## config.mk

```make
export PLATFORM = sky130hd
export DESIGN_NAME = out_port_ctrl
export DESIGN_NICKNAME = d
export VERILOG_FILES = /design/src/rtl/out_port_ctrl_pkg.sv /design/src/rtl/out_port_ctrl_rr_pick.sv /design/src/rtl/out_port_ctrl.sv
export SDC_FILE = /design/constraint.sdc
export NUM_CORES = 1
export LEC_CHECK = 0
export CAP_MARGIN = 25
export CORE_AREA = 2 2 129 131
export CTS_CLUSTER_DIAMETER = 40
export DETAILED_ROUTE_END_ITERATION = 16
export DIE_AREA = 0 0 131 133
export DONT_BUFFER_PORTS = 1
export GPL_TIMING_DRIVEN = 0
export HOLD_SLACK_MARGIN = 0.08
export PLACE_DENSITY = 0.64
export SYNTH_ARGS = -nofsm -noshare
export SYNTH_HDL_FRONTEND = slang
export SYNTH_HIERARCHICAL = 1
export SYNTH_SLANG_ARGS = --single-unit
```

## constraint.sdc

```tcl
create_clock -name clk -period 8.6 [get_ports clk]
set_input_delay 1.72 -clock clk [delete_from_list [all_inputs] [get_ports clk]]
set_output_delay 1.72 -clock clk [all_outputs]
set_load 0.01 [all_outputs]
```

## src/rtl/out_port_ctrl_pkg.sv

```systemverilog
// Shared constants for the router output-port controller: port count, packet
// width and the header field positions inside a packet.
package out_port_ctrl_pkg;
    localparam int NUM_IN = 4;
    localparam int PKT_W  = 64;
    localparam int VC_BIT = 63;
    localparam int DX_BIT = 62;
    localparam int DY_BIT = 61;
    localparam int HX_MSB = 55;
    localparam int HX_LSB = 52;
    localparam int HY_MSB = 51;
    localparam int HY_LSB = 48;

    typedef enum logic {
        VC0 = 1'b0,
        VC1 = 1'b1
    } vc_e;
endpackage

```

## src/rtl/out_port_ctrl_rr_pick.sv

```systemverilog
// Combinational round-robin selector: first asserted request at or after ptr,
// wrapping modulo N. Returns one-hot grant, winner index and an any flag.
module rr_pick #(
    parameter int N  = 4,
    parameter int IW = (N > 1) ? $clog2(N) : 1
) (
    input  logic [N-1:0]  req,
    input  logic [IW-1:0] ptr,
    output logic [N-1:0]  gnt,
    output logic [IW-1:0] idx,
    output logic          any
);
    logic [IW-1:0] cand [N];

    // cand[k] is the requester examined k steps after the pointer
    generate
        for (genvar gi = 0; gi < N; gi++) begin : g_cand
            assign cand[gi] = IW'((32'(ptr) + 32'(gi)) % N);
        end
    endgenerate

    always_comb begin
        gnt = '0;
        idx = '0;
        any = 1'b0;
        for (int k = 0; k < N; k++) begin
            if (!any && req[cand[k]]) begin
                any           = 1'b1;
                gnt[cand[k]]  = 1'b1;
                idx           = cand[k];
            end
        end
    end
endmodule

```

## src/rtl/out_port_ctrl.sv

```systemverilog
// Output-port controller: one single-entry buffer per VC, loaded on the internal
// phase (VC = polarity) and drained to the link on the external phase.
module out_port_ctrl
    import out_port_ctrl_pkg::*;
#(
    parameter int NUM_IN = out_port_ctrl_pkg::NUM_IN,
    parameter int PKT_W  = out_port_ctrl_pkg::PKT_W
) (
    input  logic                    clk,
    input  logic                    reset,
    input  logic                    polarity,
    input  logic [NUM_IN-1:0]       req_vc0,
    input  logic [NUM_IN-1:0]       req_vc1,
    input  logic [NUM_IN*PKT_W-1:0] di,
    output logic [NUM_IN-1:0]       gnt,
    output logic                    so,
    output logic [PKT_W-1:0]        dout,
    input  logic                    ro
);
    localparam int PTR_W = (NUM_IN > 1) ? $clog2(NUM_IN) : 1;

    logic [1:0]       ob_valid_q, ob_valid_d;
    logic [PKT_W-1:0] ob_data_q [2];
    logic [PKT_W-1:0] ob_data_d [2];
    logic [PTR_W-1:0] ptr_q [2];
    logic [PTR_W-1:0] ptr_d [2];

    logic [PKT_W-1:0]  di_arr [NUM_IN];
    logic              int_vc;
    logic              ext_vc;
    logic [NUM_IN-1:0] req_p;
    logic [NUM_IN-1:0] pick_gnt;
    logic [PTR_W-1:0]  pick_idx;
    logic              pick_any;
    logic              grant_en;
    logic              drain_en;

    generate
        for (genvar gi = 0; gi < NUM_IN; gi++) begin : g_di
            assign di_arr[gi] = di[gi*PKT_W +: PKT_W];
        end
    endgenerate

    assign int_vc = polarity;
    assign ext_vc = ~polarity;
    assign req_p  = (int_vc == VC1) ? req_vc1 : req_vc0;

    rr_pick #(
        .N  (NUM_IN),
        .IW (PTR_W)
    ) u_rr_pick (
        .req (req_p),
        .ptr (ptr_q[int_vc]),
        .gnt (pick_gnt),
        .idx (pick_idx),
        .any (pick_any)
    );

    // Reset masks both sides so nothing is dequeued upstream or sent downstream
    assign grant_en = !reset && !ob_valid_q[int_vc] && pick_any;
    assign gnt      = grant_en ? pick_gnt : '0;
    assign so       = !reset && ob_valid_q[ext_vc];
    assign dout     = ob_data_q[ext_vc];
    assign drain_en = so && ro;

    always_comb begin
        ob_valid_d = ob_valid_q;
        ob_data_d  = ob_data_q;
        ptr_d      = ptr_q;
        if (drain_en) begin
            ob_valid_d[ext_vc] = 1'b0;
        end
        if (grant_en) begin
            ob_valid_d[int_vc] = 1'b1;
            ob_data_d[int_vc]  = di_arr[pick_idx];
            ptr_d[int_vc]      = (pick_idx == PTR_W'(NUM_IN - 1)) ? '0 : pick_idx + 1'b1;
        end
    end

    always_ff @(posedge clk) begin
        if (reset) begin
            ob_valid_q <= '0;
            for (int v = 0; v < 2; v++) begin
                ob_data_q[v] <= '0;
                ptr_q[v]     <= '0;
            end
        end else begin
            ob_valid_q <= ob_valid_d;
            for (int v = 0; v < 2; v++) begin
                ob_data_q[v] <= ob_data_d[v];
                ptr_q[v]     <= ptr_d[v];
            end
        end
    end
endmodule

```

==> flow_metrics.env <==
export IMPL_outcome="finished clean"
export IMPL_num_antenna_cells=0
export IMPL_die_x_um=131
export IMPL_cts_resized=0
export IMPL_async_reset_ff_frac=0
export IMPL_syn_area_per_cell_um2=13.4
export IMPL_worstPathArrival_ps=4570
export IMPL_core_area_um2=16200
export IMPL_ctsLongestPathBuffers=2
export IMPL_cts_tree="done"
export IMPL_fin_area_um2=7920
export IMPL_multi_input_area_um2=3970
export IMPL_worst_setup_path_start_kind="input pin"
export IMPL_layout_commonest_cell="dfxtp_1"
export IMPL_fin_ws_ps=2310
export IMPL_fp_row_count=47
export IMPL_track_usage=0.218
export IMPL_post_cts_setup_buffers=0
export IMPL_cellPowerDensity_nw_per_um2=429
export IMPL_required_ps=6880
export IMPL_die_h_um=133
export IMPL_synthFlopType="dfxtp_1"
export IMPL_clockRootBuffer="clkbuf_16"
export IMPL_hold_viol=0
export IMPL_path_clk_slew_ps=60
export IMPL_grt_max_degree=17
export IMPL_portBuffers=0
export IMPL_fmax_ghz=0.159
export IMPL_numCtsBuffers=17
export IMPL_dp_cells=744
export IMPL_ys_warn_count=6
export IMPL_synth_edf_count=0
export IMPL_syn_cell_area_um2=7000
export IMPL_power_total_mw=3.39
export IMPL_finalSetupViolations=0
export IMPL_crit_fanout=10
export IMPL_routedWlPerCell_um=24.8
export IMPL_fin_crit_ps=6290
export IMPL_worst_setup_path_type="in -> out"
export IMPL_register_area_um2=2680
export IMPL_start_util=0.433
export IMPL_layout_drive_gt1_share=0.407
export IMPL_netlist_instances=524
export IMPL_drtIter0Drc=241
export IMPL_final_cell_mix="dfxtp_1 (134), a22o_1 (128), mux2_2 (71)"
export IMPL_preCtsSetupSlack_ps=2240
export IMPL_nFillCells=1418
export IMPL_worstMarginPinSlew_ps=587
export IMPL_layoutNonFillerInstCount=775
export IMPL_rsz0062_at_grt="false"
export IMPL_holdCritPathClass="reg -> reg"
export IMPL_overflow=0
export IMPL_ios=337
export IMPL_period_share=0.731
export IMPL_hold_buffers=0
export IMPL_synth_fp_nets=798
export IMPL_grt_pass1_wl_mm=28.7
export IMPL_finalClockSkew_ps=5.99
export IMPL_maxSlewHeadroom=0.609
export IMPL_drt_total_wl_mm=19.2
export IMPL_layout_nets=817
export IMPL_clock_sinks=134
export IMPL_clk_latency_ps=410
export IMPL_yosysSeqAreaShare=0.383
export IMPL_placed_cell_area_um2=7270
export IMPL_timing_hold_ws_ps=471
export IMPL_synth_distinct_cells=36
export IMPL_finalMaxSlewViolations=0
export IMPL_grt_pass1_vias=5188
export IMPL_dieArea_um2=17400
export IMPL_hpwl_mm=14.5
export IMPL_globalplace_congestion=0.790
export IMPL_p_leak_nw=3.10
export IMPL_utilization=0.490
export IMPL_antenna_found_initial=1
export IMPL_ys_ff_latch=134
export IMPL_fin_setup_tns_ps=0
export IMPL_endpoint_kind="output port"
export IMPL_dr_pass1_iters=4
export IMPL_ir_drop_mv=0.223
export IMPL_htreeDepth=4
export IMPL_drv_cap=0
export IMPL_num_vias=4879
export IMPL_area_delta_synth_final_pct=13.1
export IMPL_vias_per_cell=6.30
export IMPL_post_route_drc_count=0
export IMPL_ant_nets=0
-- flip-flops by register name, summed over array words and instances (netlist names) --
name	cells
ob_data_q	128
ob_valid_q	2
ptr_q	4
-- cells by family after synthesis --
group | Yosys count | share of synthesized area
simple gates | 32 | 0.0322
compound gates | 149 | 0.180
mux | 146 | 0.344
flops | 134 | 0.383
buf+inv | 57 | 0.0493
fa+ha+maj | 6 | 0.0107
-- critical path: stages --
cell and delay [ps]:
buf_4 160, buf_2 280, mux2_2 430, buf_6 160, inv_1 80, ha_1 280, mux4_2 250, buf_6 140
nor3_1 70, nand2b_1 240, nand2b_4 100, a211oi_1 400, and2_1 250
-- power by group --
group          switching [mW]  leakage, nW  internal (mW)  total, mW
Sequential              0.120         1.10          0.854      0.974
Combinational           0.788         1.68          0.841       1.63
Clock                   0.271        0.316          0.520      0.791
-- cell type report --
cell class                 count  share of cell area
sequential                   134               0.339
tap                          220              0.0348
clock buffer                  18              0.0555
buffer                        53              0.0417
multi-input combinational    333               0.502
inverter                       4             0.00190
clock inverter                13              0.0258
-- routing by layer --
metal  global-route usage  share of wire
met3               0.0793          0.086
met2                0.364           0.50
met5                    0        0.00068
met4               0.0733          0.018
met1                0.258           0.39
-- worst paths after layout --
path	startpoint	cells after the start	to	slack [ps]
max	polarity	13	gnt[0]	2310
max reg2reg	ptr_q[2]	13	ob_data_q[38]	4880
min	ob_data_q[69]	1	ob_data_q[69]	470
min reg2reg	ob_data_q[69]	1	ob_data_q[69]	470
-- synthesized netlist by cell type, types with 2 or more instances --
cell type | count | area (µm²)
dfxtp_1 | 134 | 2680
a22o_1 | 128 | 1120
mux2_2 | 71 | 800
mux4_2 | 66 | 1490
buf_2 | 36 | 180
nor2_1 | 10 | 37.5
a22oi_1 | 8 | 60.1
buf_6 | 8 | 90.1
buf_4 | 7 | 52.6
mux2i_1 | 7 | 70.1
ha_1 | 6 | 75.1
o21ai_0 | 6 | 30.0
and2_1 | 4 | 25.0
inv_1 | 4 | 15.0
nor2b_1 | 4 | 25.0
a21oi_1 | 2 | 10.0
mux4_1 | 2 | 52.6
nand2_1 | 2 | 7.51
nand2b_1 | 2 | 12.5
Power figures use the tool's default switching activity.
